`src/rtl/regfile_wb_sched.sv`:
```
// Write-back scheduler: round-robin arbitration of the register-file write port
// plus a per-register pending scoreboard that drives the decode RAW stall.
module regfile_wb_sched #(
  parameter int unsigned NUM_REQ = 3,
  parameter int unsigned ADDR_W  = 5,
  parameter int unsigned DATA_W  = 32
) (
  input  logic                      clk,
  input  logic                      rst,
  input  logic [NUM_REQ-1:0]        req_valid,
  input  logic [NUM_REQ*ADDR_W-1:0] req_addr,
  input  logic [NUM_REQ*DATA_W-1:0] req_data,
  output logic [NUM_REQ-1:0]        req_ready,
  output logic                      we,
  output logic [ADDR_W-1:0]         waddr,
  output logic [DATA_W-1:0]         wdata,
  input  logic                      issue_en,
  input  logic [ADDR_W-1:0]         issue_addr,
  input  logic [ADDR_W-1:0]         raddr1,
  input  logic [ADDR_W-1:0]         raddr2,
  input  logic                      re1,
  input  logic                      re2,
  output logic                      stall
);

  localparam int unsigned PTR_W = $clog2(NUM_REQ);
  localparam int unsigned NREG  = 1 << ADDR_W;

  logic [PTR_W-1:0]  rr_ptr;
  logic [PTR_W-1:0]  gidx;
  logic [PTR_W-1:0]  nxt_ptr;
  logic [NUM_REQ-1:0] grant;
  logic              xfer;
  logic [ADDR_W-1:0] gaddr;
  logic [DATA_W-1:0] gdata;
  logic [NREG-1:0]   pending;
  logic              hz1;
  logic              hz2;

  logic [ADDR_W-1:0] addr_a [NUM_REQ];
  logic [DATA_W-1:0] data_a [NUM_REQ];

  for (genvar i = 0; i < NUM_REQ; i++) begin : g_slice
    assign addr_a[i] = req_addr[i*ADDR_W +: ADDR_W];
    assign data_a[i] = req_data[i*DATA_W +: DATA_W];
  end

  // Round-robin search starting at rr_ptr; first valid requester wins.
  always_comb begin
    int unsigned    sum;
    logic [PTR_W-1:0] idx;
    grant = '0;
    gidx  = '0;
    xfer  = 1'b0;
    gaddr = '0;
    gdata = '0;
    sum   = 0;
    idx   = '0;
    for (int unsigned i = 0; i < NUM_REQ; i++) begin
      sum = 32'(rr_ptr) + i;
      if (sum >= NUM_REQ) sum = sum - NUM_REQ;
      idx = PTR_W'(sum);
      if (!xfer && req_valid[idx]) begin
        grant[idx] = 1'b1;
        gidx       = idx;
        xfer       = 1'b1;
        gaddr      = addr_a[idx];
        gdata      = data_a[idx];
      end
    end
    if (rst) begin
      grant = '0;
      xfer  = 1'b0;
    end
  end

  assign req_ready = grant;
  assign nxt_ptr   = (32'(gidx) == NUM_REQ - 1) ? '0 : gidx + PTR_W'(1);

  always_ff @(posedge clk) begin
    if (rst) begin
      we      <= 1'b0;
      waddr   <= '0;
      wdata   <= '0;
      rr_ptr  <= '0;
      pending <= '0;
    end else begin
      we <= xfer && (gaddr != '0);
      if (xfer) begin
        waddr  <= gaddr;
        wdata  <= gdata;
        rr_ptr <= nxt_ptr;
      end
      // Set is applied after clear so a newer producer stays outstanding.
      if (we) pending[waddr] <= 1'b0;
      if (issue_en && (issue_addr != '0)) pending[issue_addr] <= 1'b1;
    end
  end

  // The register file forwards same-cycle writes, so a committing write masks the hazard.
  assign hz1   = re1 && (raddr1 != '0) && pending[raddr1] && !(we && (waddr == raddr1));
  assign hz2   = re2 && (raddr2 != '0) && pending[raddr2] && !(we && (waddr == raddr2));
  assign stall = !rst && (hz1 || hz2);

endmodule

```
`config.mk`:
```
export PLATFORM = sky130hd
export DESIGN_NAME = regfile_wb_sched
export DESIGN_NICKNAME = d
export VERILOG_FILES = /design/src/rtl/regfile_wb_sched.sv
export SDC_FILE = /design/constraint.sdc
export NUM_CORES = 1
export LEC_CHECK = 0
export CELL_PAD_IN_SITES_DETAIL_PLACEMENT = 1
export CELL_PAD_IN_SITES_GLOBAL_PLACEMENT = 1
export CORE_ASPECT_RATIO = 0.6
export CORE_UTILIZATION = 38
export DETAILED_ROUTE_END_ITERATION = 8
export GPL_TIMING_DRIVEN = 0
export PLACE_DENSITY = 0.85
export SLEW_MARGIN = 15
export SYNTH_ARGS = -nofsm -noshare
export SYNTH_HDL_FRONTEND = slang
export SYNTH_SLANG_ARGS = --single-unit
```
`constraint.sdc`:
```
create_clock -name clk -period 6.29 [get_ports clk]
set_input_delay 1.258 -clock clk [delete_from_list [all_inputs] [get_ports clk]]
set_output_delay 1.258 -clock clk [all_outputs]
set_load 0.005 [all_outputs]
```
==> results of run 1 <==
[synth_stat cells (2+ instances only)]
library cell	instances	area, sq um
or4_1	2	15.0
nor3b_1	4	30.0
nor4_1	2	12.5
dfxtp_1	72	1440
nor2b_1	5	31.3
a31oi_1	4	25.0
mux2_2	5	56.3
a21oi_1	141	706
mux4_2	18	405
or3_1	2	12.5
o211ai_1	2	15.0
nand3_1	9	45.0
and3b_1	4	35.0
o22ai_1	37	231
xnor2_1	2	17.5
nor2_1	173	649
mux2i_1	113	1130
a221oi_1	33	289
or3b_2	3	26.3
buf_2	33	165
inv_1	3	11.3
ha_1	4	50.1
and3_1	2	12.5
a221o_1	2	20.0
o2bb2ai_1	5	43.8
nand2_1	47	176
nand3b_1	7	52.6
a311oi_1	3	26.3
o21ai_0	37	185
o2111ai_1	2	17.5
nor3_1	2	10.0
clkbuf_1	42	158
buf_4	2	15.0
xor2_1	8	70.1
[cell type report]
class                      count  area (sq um)  area share [%]
multi-input combinational    692          4550            52.6
clock buffer                  10           239            2.76
sequential                    72          1440            16.6
timing repair buffer         170          1700            19.7
antenna                        1          2.50          0.0289
buffer                        79           353            4.08
clock inverter                 6          67.6           0.780
tap                          228           285            3.29
inverter                       4          15.0           0.173
[worst max-delay path, stage by stage]
cell	delay, ns
clkdlybuf4s50_1	0.56
mux2_4	0.34
mux2i_4	0.19
buf_4	0.23
buf_2	0.26
nand3_1	0.10
a311oi_1	0.55
clkdlybuf4s50_1	0.63
[worst paths after layout]
check	startpoint	end	cells after the start	slack [ns]
worst min-delay path	pending[0]$_SDFF_PP0_	pending[0]$_SDFF_PP0_	1	0.47
worst min register to register	pending[0]$_SDFF_PP0_	pending[0]$_SDFF_PP0_	1	0.47
worst max register to register	rr_ptr[0]$_SDFFE_PP0P_	wdata[13]$_SDFFE_PP0P_	10	3.54
worst max-delay path	req_valid[2]	req_ready[0]	8	0.89
[through the flow]
step | hold WS, ns | instances
after global routing | 0.485 | 1262
final | 0.473 | 1262
after floorplan | 0.437 | 847
after CTS | 0.467 | 1261
after detailed placement | 0.458 | 1245
after global placement | 0.450 | 1245
[state kept, by name, summed over array words and instances (netlist names)]
signal and flops:
pending 32, wdata 32, waddr 5, rr_ptr 2
we 1
[logic make-up (layout without fill, tap and decap cells)]
kind of cell	Yosys count	in the layout	share of synthesized area (%)
compound gates	273	273	25.5
other cells	0	1	0
simple gates	266	266	18.0
flops	72	72	22.7
mux	139	139	25.8
fa+ha+maj	4	4	0.787
buf+inv	83	269	5.78
xor+xnor	10	10	1.38
[routing by layer]
| metal | vias to the layer above | part of all wire [%] | global-route usage, % |
|---|---|---|---|
| li1 | 3479 | - | - |
| met1 | 3846 | 47 | 46.3 |
| met2 | 427 | 42 | 47.4 |
| met3 | 39 | 9.1 | 6.39 |
| met4 | 0 | 1.6 | 9.56 |
| met5 | - | 0 | 0 |
[power by group]
| group | switching, mW | total [mW] | internal, mW |
|---|---|---|---|
| Sequential | 0.105 | 0.696 | 0.591 |
| Combinational | 1.69 | 2.84 | 1.15 |
| Clock | 0.223 | 0.542 | 0.319 |
| Total | 2.02 | 4.07 | 2.06 |
==> metrics.md, run 1 <==
| Metric | Value |
|---|---|
| Status | completed |
| Pre-Repair DR Iteration Count | 5 |
| Final setup skew | 0.00719 ns |
| Mapped cell area | 6360 sq um |
| Via count | 7791 |
| CTS tree | built |
| Seq/Total Area, Yosys | 22.7% |
| Cell count after synthesis | 847 |
| Setup_tns | 0 ns |
| Final HPWL DP | 20700 microns |
| Die Wd | 169 microns |
| # hold bufs at CTS | 0 |
| Initial core utilization | 39.0% |
| Clk buf depth | 2 |
| IO Count | 176 |
| DRC Markers | 0 |
| Leading cell type in the layout, fill and taps excluded | nor2_1 |
| Total GRT Usage | 31.9% |
| Unrepaired setup endpoints after global routing | false |
| Power per Cell Area | 471 nW/um^2 |
| Leakage power | 3.04 nW |
| Synth unique cells | 51 |
| Worst slew pin tran | 1.24 ns |
| Setup WS pre-CTS | 1.02 ns |
| Synth warn | 0 |
| Asr flop ratio synth | 0% |
| Cts repair resizes | 0 |
| Number of flops mapped to enable cells by yosys | 0 |
| Post-Route WL | 27700 microns |
| Fin crit share | 85.9% |
| WP data required | 5.03 ns |
| Final setup fails | 0 |
| Die ar. | 17300 sq um |
| Initial antenna violation count | 1 |
| CTS Buf Count | 9 |
| GRT overflow | 0 |
| Final Power | 4.07 mW |
| HP Class | reg2reg |
| Die height | 102 microns |
| # clock sinks | 72 |
| Fmax achieved | 185 MHz |
| Max-slew violation count | 0 |
| Final min period | 5.40 ns |
| H-Tree Depth | 3 |
| DR iter-0 viols | 734 |
| Number of global-route vias before repair | 7560 |
| Slew HR | 17.2% |
| Max IR drop VDD | 0.000218 V |
| Top FF cell, synth | dfxtp_1 |
| CP arrival | 4.14 ns |
| Pin count of the biggest net entering global routing | 14 |
| Worst setup slack after layout | 0.888 ns |
| Final instance area | 8660 sq um |
| Row count | 36 |
| Average wire per cell in the routed design | 22.0 microns |
| Startpoint Class | primary input |
| Detail Route Antenna Nets | 0 |
| Post-CTS Setup Inserts | 0 |
| CTS root buf | clkbuf_16 |
| Port buffer count | 170 |
| Net Count, Synth | 985 |
| Setup Crit Path Kind | in2out |
| Max cap viols | 0 |
| Post-layout util | 53.1% |
| Global-route wire length before repair | 42600 microns |
| Synth Area per Inst | 7.51 sq um |
| Skew-Pair Late Insertion Delay | 0.35 ns |
| Placed instance area | 8350 sq um |
| Area Growth Syn to Fin | 36.1% |
| Post-synthesis register bit count | 72 |
| CP endpoint kind | output port |
| Fillers | 2026 |
| DR vias/cell | 6.17 |
| Clk slew on worst S/H paths | 0.06 ns |
| Layout Nets | 1166 |
| Final Hold Vio Count | 0 |
| GPL Wtd Cong | 0.888 |
| Most frequent cells in the layout | nor2_1 (173), clkdlybuf4s50_1 (170), a21oi_1 (141) |
| CP max FO | 10 |
| Core ar. | 16300 sq um |
| Share of cells above drive strength 1 | 8.42% |
Power figures use the tool's default switching activity.
==> run 2, diff against run 1 <==
--- a/config.mk
+++ b/config.mk
@@ -5,6 +5,7 @@
 export SDC_FILE = /design/constraint.sdc
 export NUM_CORES = 1
 export LEC_CHECK = 0
+export CAP_MARGIN = 10
 export CELL_PAD_IN_SITES_DETAIL_PLACEMENT = 1
 export CELL_PAD_IN_SITES_GLOBAL_PLACEMENT = 1
 export CORE_ASPECT_RATIO = 0.6
==> results of run 2 <==
Final layout, timing and power as in run 1 (identical DEF).
